==> src/rtl/add_sub_pkg.sv <==
// Shared definitions for the bit-serial adder/subtractor controller:
// FSM state encodings and the default operand width.
package add_sub_pkg;

   typedef enum logic [1:0] {
      IDLE = 2'd0,
      RUN  = 2'd1,
      DONE = 2'd2
   } state_e;

   localparam int DEFAULT_WIDTH = 8;

endpackage

==> src/rtl/fullAdder.sv <==
// Single-bit full-adder cell; the one arithmetic slice of the serial datapath.
module fullAdder (
   input  logic val1,
   input  logic val2,
   input  logic cin,
   output logic sum,
   output logic cout
);

   assign sum  = val1 ^ val2 ^ cin;
   assign cout = (val1 & val2) | (cin & (val1 ^ val2));

endmodule

==> src/rtl/serial_add_sub_ctrl.sv <==
// Bit-serial add/subtract: one bit per cycle, LSB first, through a single
// full-adder cell, with a three-state IDLE/RUN/DONE controller.
module serial_add_sub_ctrl
   import add_sub_pkg::*;
#(
   parameter int WIDTH = DEFAULT_WIDTH
) (
   input  logic             clk,
   input  logic             rst,
   input  logic             start,
   input  logic             op_sub,
   input  logic [WIDTH-1:0] a,
   input  logic [WIDTH-1:0] b,
   output logic             busy,
   output logic             done,
   output logic [WIDTH-1:0] result,
   output logic             cout,
   output logic             overflow
);

   localparam int CNT_W = (WIDTH > 1) ? $clog2(WIDTH) : 1;

   state_e             state_q, state_d;
   logic [WIDTH-1:0]   a_q, b_q, result_q;
   logic [CNT_W-1:0]   cnt_q;
   logic               carry_q, cout_q, ovf_q;
   logic               fa_sum, fa_cout, last_bit;

   fullAdder u_fa (
      .val1 (a_q[0]),
      .val2 (b_q[0]),
      .cin  (carry_q),
      .sum  (fa_sum),
      .cout (fa_cout)
   );

   assign last_bit = (cnt_q == CNT_W'(WIDTH - 1));

   always_ff @(posedge clk) begin
      if (rst) state_q <= IDLE;
      else     state_q <= state_d;
   end

   always_comb begin
      state_d = state_q;
      busy    = 1'b0;
      done    = 1'b0;
      case (state_q)
         IDLE: if (start) state_d = RUN;
         RUN: begin
            busy = 1'b1;
            if (last_bit) state_d = DONE;
         end
         DONE: begin
            done    = 1'b1;
            state_d = IDLE;
         end
         default: state_d = IDLE;
      endcase
   end

   // Subtraction is a + ~b + 1: b is inverted at capture and the carry seeds with op_sub.
   always_ff @(posedge clk) begin
      if (rst) begin
         a_q      <= '0;
         b_q      <= '0;
         result_q <= '0;
         cnt_q    <= '0;
         carry_q  <= 1'b0;
         cout_q   <= 1'b0;
         ovf_q    <= 1'b0;
      end else begin
         case (state_q)
            IDLE: begin
               if (start) begin
                  a_q     <= a;
                  b_q     <= op_sub ? ~b : b;
                  carry_q <= op_sub;
                  cnt_q   <= '0;
               end
            end
            RUN: begin
               a_q      <= {1'b0, a_q[WIDTH-1:1]};
               b_q      <= {1'b0, b_q[WIDTH-1:1]};
               result_q <= {fa_sum, result_q[WIDTH-1:1]};
               carry_q  <= fa_cout;
               cnt_q    <= cnt_q + CNT_W'(1);
               if (last_bit) begin
                  cout_q <= fa_cout;
                  ovf_q  <= carry_q ^ fa_cout;
               end
            end
            default: ;
         endcase
      end
   end

   assign result   = result_q;
   assign cout     = cout_q;
   assign overflow = ovf_q;

endmodule

==> config.mk <==
export PLATFORM = sky130hd
export DESIGN_NAME = serial_add_sub_ctrl
export DESIGN_NICKNAME = d
export VERILOG_FILES = /design/src/rtl/add_sub_pkg.sv /design/src/rtl/fullAdder.sv /design/src/rtl/serial_add_sub_ctrl.sv
export SDC_FILE = /design/constraint.sdc
export NUM_CORES = 1
export LEC_CHECK = 0
export ABC_AREA = 0
export ABC_CLOCK_PERIOD_IN_PS = 3500
export CORE_MARGIN = 2
export CORE_UTILIZATION = 52
export DETAILED_ROUTE_END_ITERATION = 16
export GPL_TIMING_DRIVEN = 0
export PLACE_DENSITY = 0.83
export SLEW_MARGIN = 30
export SYNTH_ARGS = -nofsm -noshare
export SYNTH_HDL_FRONTEND = slang
export SYNTH_SLANG_ARGS = --single-unit
==> constraint.sdc <==
create_clock -name clk -period 3.5 [get_ports clk]
set_input_delay 0.525 -clock clk [delete_from_list [all_inputs] [get_ports clk]]
set_output_delay 0.525 -clock clk [all_outputs]
set_load 0.05 [all_outputs]
# After elaboration in Yosys (flattened, before gate mapping)
# Cells that the tools add are included.
# word_totals
reg_bits	32
latchBits	0
ram_bits	0
rom_bits	0
word_cells	40
n_memories	0
# classes
n_addsub	1
n_mul	0
div	0
order_cmp	0
n_eq_ne	5
shifts	0
muxes	14
bitwise_logic	7
reduce_logical	5
# ops
operator	n
$pmux 8 s2	2
$mux 8	3
$not 8->8	1
$pmux 3 s2	1
$reduce_and 2->1	3
$mux 2	2
$ne 2x2->1 const B	2
$pmux 2 s2	1
$add 3x1->3 const B	1
$eq 3x3->1 const B	1
$mux 1	3
$mux 3	1
$xor 1x1->1	3
$and 1x1->1	2
$eq 2x1->1 const B	1
$eq 2x2->1 const B	1
$logic_not 2->1	1
$pmux 1 s2	1
$reduce_bool 2->1	1
$or 1x1->1	1

# Depth between registers and ports, before layout
# Gate-level depths: netlist of run 1.
# depth
ltp_word	4
depth_mapped	6
mapped_depth_nobuf	5

# By module
# A second synthesis of run 1 with hierarchy kept.
# hier_totals
hier_cells	153
area_unflattened_um2	1387.6
# by_module_without_submodules
module	n_inst	cells_per_inst	area_per_inst_um2
serial_add_sub_ctrl	1	152	1367.6
fullAdder	1	1	20.0

# Worst setup path before layout of run 1
# Ideal clock, no wire load.
# synth_path
path_type	register -> output
start	reg state_q[1]
end	out done
arrival_ps	1304
path_slack_ps	1671
stages_incl_launch_ff	3
path_cell_list	dfxtp_1 clkinv_1 nor2_1
# synth_via
elab_chain_len	2
# synth_rtl
item	line	text
from (decl)	serial_add_sub_ctrl.sv:23	state_e state_q, state_d;
from (signal assigned)	serial_add_sub_ctrl.sv:41	else state_q <= state_d;
$eq 2x2->1	serial_add_sub_ctrl.sv:48	case (state_q)
$mux 1	serial_add_sub_ctrl.sv:48	
to (decl)	serial_add_sub_ctrl.sv:15	output logic done,
# No other way between the ends.

# Worst setup path in the final report of run 1
# Same ends and word-level chain as after synthesis.

==> results of run 1 <==
## critical path, cell delays in order (launching register included)
cell and delay [ns]:
dfxtp_1 0.45, clkinv_1 0.29, nor2_1 0.18, clkdlybuf4s50_1 0.81
## power groups by stage
stage               clock [W]  sequential (W)  combinational [W]
CTS                  0.000239        0.000399           0.000131
global placement            0        0.000406           0.000125
global route         0.000258        0.000403           0.000143
floorplan                   0        0.000409          0.0000829
finish               0.000233        0.000399           0.000130
detailed placement          0        0.000408           0.000130
## cell type report
| class | count | area (sq um) |
|---|---|---|
| well taps | 30 | 37.5 |
| repair buffers | 29 | 290 |
| fillers | 193 | 726 |
| flip-flops and latches | 32 | 641 |
| plain buffers | 11 | 70.1 |
| clock buffers | 7 | 65.1 |
| multi-input cells | 104 | 659 |
| inverters | 3 | 11.3 |
## layer usage
layer / vias to the layer above / wire length, um / track usage
li1: 608 / - / -
met1: 563 / 1240 / 0.241
met2: 42 / 1470 / 0.355
met3: 8 / 163 / 0.0796
met4: 0 / 52 / 0.0871
met5: - / 0 / 0
## state kept, by name, summed over array words and instances, names as in the netlist
signal	count
carry_q	1
result	8
b_q	8
cnt_q	3
a_q	8
overflow	1
cout	1
state_q	2
## kinds of logic (layout without fill, tap and decap cells)
kind of cell             Yosys count  count (layout)
AO/OA/AOI/OAI                     47              47
XOR/XNOR                           9               9
adder cells (fa/ha/maj)            3               3
buffers and inverters             14              50
flip-flops                        32              32
multiplexers                       1               1
AND/OR/NAND/NOR                   44              44
## stage by stage
stage / utilization / setup slack (ns) / area (sq um) / cells
detailed placement: 0.684 / 1.28 / 1710 / 209
global route: 0.710 / 0.800 / 1770 / 216
finish: 0.710 / 0.908 / 1770 / 216
global placement: 0.684 / 1.31 / 1710 / 209
CTS: 0.710 / 0.909 / 1770 / 216
floorplan: - / 1.67 / 1380 / 150
## final timing paths
kind	startpoint	endpoint	slack [ns]	cells after the start
max reg2reg	state_q[1]	b_q[6]	2.15	6
min	overflow	overflow	0.46	2
max	state_q[1]	done	0.91	3
min reg2reg	overflow	overflow	0.46	2
## cell usage in the layout, fill, tap and decap left out
cell,n
nor3b_1,1
o22ai_1,11
a211oi_1,7
xor2_1,2
buf_6,2
a211oi_2,2
buf_4,3
clkbuf_1,4
a21oi_1,9
xnor2_1,7
nor3b_2,1
nor2_1,20
a22oi_1,11
ha_1,2
clkbuf_4,5
o21ai_1,1
clkdlybuf4s50_1,29
nand3_1,1
nand2_1,17
nand2b_1,3
o2bb2ai_1,4
nand3b_1,1
fa_1,1
o21ba_2,1
o21bai_2,1
dfxtp_1,32
clkbuf_8,2
mux2i_1,1
buf_2,2
clkinv_1,1
inv_2,2
==> reports/qor.txt, run 1 <==
Post-DP HPWL: 2200 um
worst path required time: 2.97 ns
Die W: 55.5 um
Tot GR Track Use: 0.212
sw frac: 0.263
via count: 1221
antenna cell count: 0
final hold slack: 0.458 ns
die height: 55.5 um
outcome: finished clean
die area: 3080 sq um
fin. max-slew vios: 0
worst min-delay path category: register to register
Syn Inst Count: 150
post-synthesis adder-cell area fraction: 0.0326
most frequent cells after synthesis: dfxtp_1, nor2_1, nand2_1, a22oi_1, o22ai_1
Max-Cap Viols: 0
Post-synth ARST share: 0
initial DRC count: 26
Arr. time, crit path: 2.07 ns
Post CTS Setup Buffer Count: 0
vias in the first global route: 1168
root buffer cell: clkbuf_4
DR DRC count: 0
xor and xnor area share after synthesis: 0.0571
num rows: 18
Setup CP Type: register to output port
post-cts hold buffer count: 0
worst slew pin tran: 0.496 ns
Worst VDD drop: 0.000328 V
most common flop cell mapped by yosys: dfxtp_1
CTS H-tree lvls: 2
Tot Pwr: 0.000763 W
setup TNS: 0 ns
CP Launch Type: register
CP endpoint kind: output port
sequential fraction of the synthesis area: 0.464
number of antenna violations at the first check in global routing: 0
fin crit period: 2.59 ns
global-route wire length before repair: 5100 um
Switching Power: 0.000200 W
Setup Skew: 0.00991 ns
post-synth top area share: 0.464
post-CTS sizing: 0
Sequential Power Share: 0.524
Skew-Pair Late Insertion Delay: 0.33 ns
largest cells by area after synthesis: dfxtp_1, a22oi_1, nor2_1
clock buffer depth: 2
Final Setup Violations: 0
top-count cell post-synth: dfxtp_1
Post-synth EDFFs: 0
clk slew on worst S/H paths: 0.09 ns
clock network power share: 0.306
largest family of logic cells by synthesized area: compound AO/OA/AOI/OAI gates
Comb power frac: 0.171
Pwr Density: 430 nW/um^2
Yosys warnings: 0
routed len/inst: 13.5 um
Post-Synth Simple-Gate Area: 0.138
total grt overflow: 0
IO Count: 32
period utilization: 0.741
Mapped Avg Cell Area: 9.21 sq um
Placer Congestion: 0.745
largest net degree at the start of global routing: 11
area delta synth->final: 28.4%
# clock sinks: 32
core area: 2500 sq um
CP Max Fanout: 9
Vias/cell: 5.65
port bufs: 29
Compound-Gate Fraction of Synth Area: 0.243
final WL: 2920 um
synthesized flop and latch total: 32
Slew HR: 0.668
post-synthesis mux area share: 0.00725
final hold vios: 0
share of layout cells above drive strength 1: 0.113
mapped cell area: 1380 sq um
Synth Net Count: 173
Leak: 0.655 nW
Peak Freq: 0.386 GHz
unrepaired setup endpoints after global routing: false
Routed Antenna Nets: 0
Distinct cells, synth: 28
TritonCTS Buffers: 5
CTS tree: yes
Pre-antenna DRT Iters: 4
most area-hungry cell type in the Yosys netlist: dfxtp_1
initial core utilization: 0.553
Final #Nets: 209
internal power: 0.000562 W
No activity file was read; power rests on OpenSTA's default activity.
==> run 2: changes to the inputs <==
--- a/config.mk
+++ b/config.mk
@@ -6,12 +6,12 @@
 export NUM_CORES = 1
 export LEC_CHECK = 0
 export ABC_AREA = 0
-export ABC_CLOCK_PERIOD_IN_PS = 3500
+export ABC_CLOCK_PERIOD_IN_PS = 2100
 export CORE_MARGIN = 2
-export CORE_UTILIZATION = 52
+export CORE_UTILIZATION = 44
 export DETAILED_ROUTE_END_ITERATION = 16
 export GPL_TIMING_DRIVEN = 0
-export PLACE_DENSITY = 0.83
+export PLACE_DENSITY = 0.74
 export SLEW_MARGIN = 30
 export SYNTH_ARGS = -nofsm -noshare
 export SYNTH_HDL_FRONTEND = slang
==> constraint.sdc (replaced) <==
create_clock -name clk -period 2.1 [get_ports clk]
set_input_delay 0.315 -clock clk [delete_from_list [all_inputs] [get_ports clk]]
set_output_delay 0.315 -clock clk [all_outputs]
set_load 0.05 [all_outputs]
==> reports/qor.txt, run 2 (same netlist as run 1, synthesis figures left out) <==
final hold vios: 0
fin crit period: 1.85 ns
Setup Skew: 0.00714 ns
DR DRC count: 0
Vias/cell: 5.10
vias in the first global route: 1129
port bufs: 29
number of antenna violations at the first check in global routing: 0
die area: 3600 sq um
Placement Cell Area: 1730 sq um
worst min-delay path category: input pin to register
most frequent cells in the layout: dfxtp_1, clkdlybuf4s50_1, nor2_1, nand2_1
R2R Setup Slk: 0.77 ns
slowest library cell on the worst path: dfxtp_1
root buffer cell: clkbuf_4
Largest stage delay, worst path: 0.38 ns
core area: 3030 sq um
Cell Chain, Critical Path: nand2b_1 -> buf_6 -> inv_2 -> buf_4 -> clkbuf_2
Leak: 0.662 nW
total grt overflow: 0
IO Count: 32
Die W: 60.0 um
period utilization: 0.883
routed len/inst: 12.2 um
CTS H-tree lvls: 2
clock buffer depth: 2
fin. max-slew vios: 0
TritonCTS Buffers: 5
antenna cell count: 0
largest net degree at the start of global routing: 11
initial core utilization: 0.456
# clock sinks: 32
Setup crit start: state_q[1]
via count: 1179
origin of the critical flop-to-flop path: state_q[1]
area delta synth->final: 29.8%
Tot GR Track Use: 0.184
Pwr Density: 744 nW/um^2
CP Launch Type: register
Final #Nets: 209
Sequential cell area: 641 sq um
Arr. time, crit path: 1.54 ns
most common cell after layout, fill and taps aside: dfxtp_1
Final Setup Violations: 0
CTS tree: yes
Placer Congestion: 0.760
CP endpoint kind: output port
worst r2r dst: b_q[5]
Routed Antenna Nets: 0
Post-DP HPWL: 2110 um
final WL: 2820 um
share of layout cells above drive strength 1: 0.123
Setup CP Type: register to output port
worst slew pin tran: 0.491 ns
Critical Path End: busy
clk slew on worst S/H paths: 0.10 ns
# fillers: 287
Worst VDD drop: 0.000674 V
unrepaired setup endpoints after global routing: false
FF-to-FF path depth: 6
worst path required time: 1.78 ns
Slew HR: 0.671
Post CTS Setup Buffer Count: 0
Pre-antenna DRT Iters: 4
CP Max Fanout: 10
initial DRC count: 44
global-route wire length before repair: 4860 um
Skew-Pair Late Insertion Delay: 0.34 ns
die height: 60.0 um
Peak Freq: 0.539 GHz
final instance area: 1790 sq um
outcome: finished clean
num rows: 20
area occupied by multi-input gates: 659 sq um
Max-Cap Viols: 0
setup TNS: 0 ns
-- run 2: metrics by stage --
stage,hold slack (ns),worst slack (ns),total power (W),cells,utilization
floorplan,0.460,0.481,0.000820,150,-
global placement,0.443,0.0996,0.000888,223,0.570
detailed placement,0.460,0.101,0.000896,223,0.570
CTS,0.325,0.00983,0.00135,231,0.595
global route,0.354,0.114,0.00140,231,0.592
finish,0.335,0.245,0.00133,231,0.592
-- run 2: layout make-up --
cell class	count	share of cell area
Buffer	11	0.0391
Clock buffer	6	0.0230
Clock inverter	2	0.0195
Inverter	3	0.00628
Multi-Input combinational cell	104	0.368
Sequential cell	32	0.357
Tap cell	44	0.0307
Timing Repair Buffer	29	0.156
-- run 2: power by group --
part           total [W]  switching (W)  internal, W
Clock           0.000454       0.000204     0.000249
Combinational   0.000214       0.000110     0.000104
Sequential      0.000666      0.0000235     0.000642
-- run 2: what timing repair did --
item,4_1_cts,5_1_grt
resized for setup,3,3
hold buffers,0,0
endpoints found under the setup margin,2,2
-- run 2: worst min-delay path by stage --
stage / from / slack (ns) / cells past startpoint / endpoint
detailed placement: result[6] / 0.46 / 2 / result[5]
finish: rst / 0.33 / 2 / b_q[1]
global route: rst / 0.35 / 2 / b_q[1]
CTS: rst / 0.32 / 2 / b_q[1]
global placement: overflow / 0.44 / 2 / overflow
floorplan: cnt_q[0] / 0.46 / 1 / cnt_q[0]
-- run 2: critical path, delay by kind of cell (launching register included) --
kind | cells | cell delay [ns]
and+or+nand+nor | 1 | 0.17
DFF | 1 | 0.38
buffers and inverters | 4 | 0.65
-- run 2: layer usage --
layer	up-vias	routed length [um]	track usage
met2	28	1380	0.301
li1	603	-	-
met1	541	1270	0.223
met3	7	142	0.0649
met4	0	32	0.0667
met5	-	0	0
==> run 3: changes to the inputs <==
--- a/config.mk
+++ b/config.mk
@@ -9,10 +9,13 @@
 export ABC_CLOCK_PERIOD_IN_PS = 2100
 export CORE_MARGIN = 2
 export CORE_UTILIZATION = 44
+export CTS_BUF_LIST = sky130_fd_sc_hd__clkbuf_16
 export DETAILED_ROUTE_END_ITERATION = 16
+export GPL_ROUTABILITY_DRIVEN = 0
 export GPL_TIMING_DRIVEN = 0
 export PLACE_DENSITY = 0.74
 export SLEW_MARGIN = 30
 export SYNTH_ARGS = -nofsm -noshare
 export SYNTH_HDL_FRONTEND = slang
+export SYNTH_HIERARCHICAL = 1
 export SYNTH_SLANG_ARGS = --single-unit
==> reports/qor.txt, run 3 <==
num rows: 20
clock buffer depth: 2
final hold vios: 0
mapped cell area: 1390 sq um
Slew HR: 0.666
Die W: 60.2 um
Post-synth ARST share: 0
Max-Cap Viols: 0
Comb power frac: 0.136
fin crit period: 1.80 ns
final WL: 2820 um
Mapped Avg Cell Area: 9.07 sq um
initial core utilization: 0.458
CTS H-tree lvls: 2
Yosys warnings: 6
share of layout cells above drive strength 1: 0.106
Pre-antenna DRT Iters: 4
DR DRC count: 0
CTS tree: yes
Pwr Density: 827 nW/um^2
# clock sinks: 32
Distinct cells, synth: 28
antenna cell count: 0
largest cells by area after synthesis: dfxtp_1, a22oi_1, nor2_1
CP endpoint kind: output port
worst slew pin tran: 0.502 ns
root buffer cell: clkbuf_16
Arr. time, crit path: 1.48 ns
CP Max Fanout: 10
Setup CP Type: register to output port
outcome: finished clean
number of antenna violations at the first check in global routing: 0
die area: 3620 sq um
total grt overflow: 0
vias in the first global route: 1181
sequential fraction of the synthesis area: 0.462
port bufs: 28
worst min-delay path category: input pin to register
fin. max-slew vios: 0
most common cell after layout, fill and taps aside: dfxtp_1
post-CTS sizing: 2
IO Count: 32
Final #Nets: 211
final instance area: 1850 sq um
Placement Cell Area: 1720 sq um
sw frac: 0.235
clock network power share: 0.426
Vias/cell: 5.19
top-count cell post-synth: dfxtp_1
setup TNS: 0 ns
Routed Antenna Nets: 0
TritonCTS Buffers: 5
most frequent cells after synthesis: dfxtp_1, nor2_1, nand2_1, a22oi_1
area delta synth->final: 33.0%
Tot GR Track Use: 0.191
most common flop cell mapped by yosys: dfxtp_1
unrepaired setup endpoints after global routing: false
Post-synth EDFFs: 0
CP Launch Type: register
most area-hungry cell type in the Yosys netlist: dfxtp_1
worst path required time: 1.78 ns
Syn Inst Count: 153
Switching Power: 0.000359 W
post-cts hold buffer count: 0
Final Setup Violations: 0
Peak Freq: 0.556 GHz
Post CTS Setup Buffer Count: 0
period utilization: 0.856
initial DRC count: 49
largest net degree at the start of global routing: 11
synthesized flop and latch total: 32
global-route wire length before repair: 5090 um
Leak: 0.684 nW
core area: 3030 sq um
via count: 1204
Synth Net Count: 176
die height: 60.2 um
Worst VDD drop: 0.000531 V
final core utilization: 0.610
Skew-Pair Late Insertion Delay: 0.27 ns
Post-DP HPWL: 2080 um
routed len/inst: 12.1 um
clk slew on worst S/H paths: 0.05 ns
post-synth top area share: 0.462
internal power: 0.00117 W
Sequential Power Share: 0.438
most frequent cells in the layout: dfxtp_1, clkdlybuf4s50_1, nor2_1, nand2_1, a22oi_1
Setup Skew: 0.00651 ns
==> run 3: cell count changes after synthesis <==
cell       change
buf_2          +2
nor2_1         +2
o22ai_1        -2
o2bb2ai_1      +2
a211oi_1       +1
a211oi_2       -1
buf_4          -1
o21ai_0        +1
o21ai_1        -1
o21bai_1       +1
o21bai_2       -1
==> run 3: layout make-up <==
class	count	area, sq um
clock buffers	5	125
well taps	44	55.1
inverters	3	11.3
flip-flops and latches	32	641
clock inverters	2	7.51
repair buffers	28	270
plain buffers	12	72.6
fillers	267	1180
multi-input cells	106	663
==> run 3: kinds of logic (layout without fill, tap and decap cells) <==
logic type | Yosys count | count (layout) | share of synthesized area
AOI/OAI and AO/OA | 47 | 47 | 0.239
and+or+nand+nor | 46 | 46 | 0.142
DFF | 32 | 32 | 0.462
buffers and inverters | 15 | 50 | 0.0604
xor gates and xnor gates | 9 | 9 | 0.0568
adders and majority gates | 3 | 3 | 0.0325
muxes | 1 | 1 | 0.00721
==> run 3: worst max-delay path: stages (launching register included) <==
cell and delay [ns]:
dfxtp_1 0.36, nand2b_1 0.19, buf_6 0.15, inv_2 0.06
buf_4 0.16, clkbuf_2 0.29
==> run 3: through the flow <==
stage	cells	hold WS, ns	worst slack (ns)	total power [W]
6_report	232	0.377	0.302	0.00153
5_1_grt	232	0.411	0.211	0.00160
4_1_cts	232	0.372	0.0457	0.00155
3_5_place_dp	225	0.449	0.0920	0.000891
3_3_place_gp	225	0.445	0.107	0.000884
2_1_floorplan	153	0.460	0.493	0.000821
==> run 3: final timing paths <==
kind / from / end / slack (ns) / depth (start not counted)
max: state_q[1] / busy / 0.30 / 5
max reg2reg: state_q[1] / b_q[5] / 0.76 / 6
min reg2reg: result[0] / result[0] / 0.46 / 2
min: rst / b_q[1] / 0.38 / 2
==> run 3: power groups by stage <==
stage	clock, W	sequential, W	combinational (W)
floorplan	0	0.000683	0.000138
global placement	0	0.000678	0.000206
detailed placement	0	0.000680	0.000211
CTS	0.000669	0.000668	0.000211
global route	0.000698	0.000673	0.000232
finish	0.000650	0.000669	0.000208
==> run 3: routing by layer <==
layer  routed length (um)  up-vias  global-route usage
li1                     -      605                   -
met1                 1260      552               0.234
met2                 1330       37               0.298
met3                  149       10              0.0628
met4                   73        0              0.0984
met5                    0        -                   0
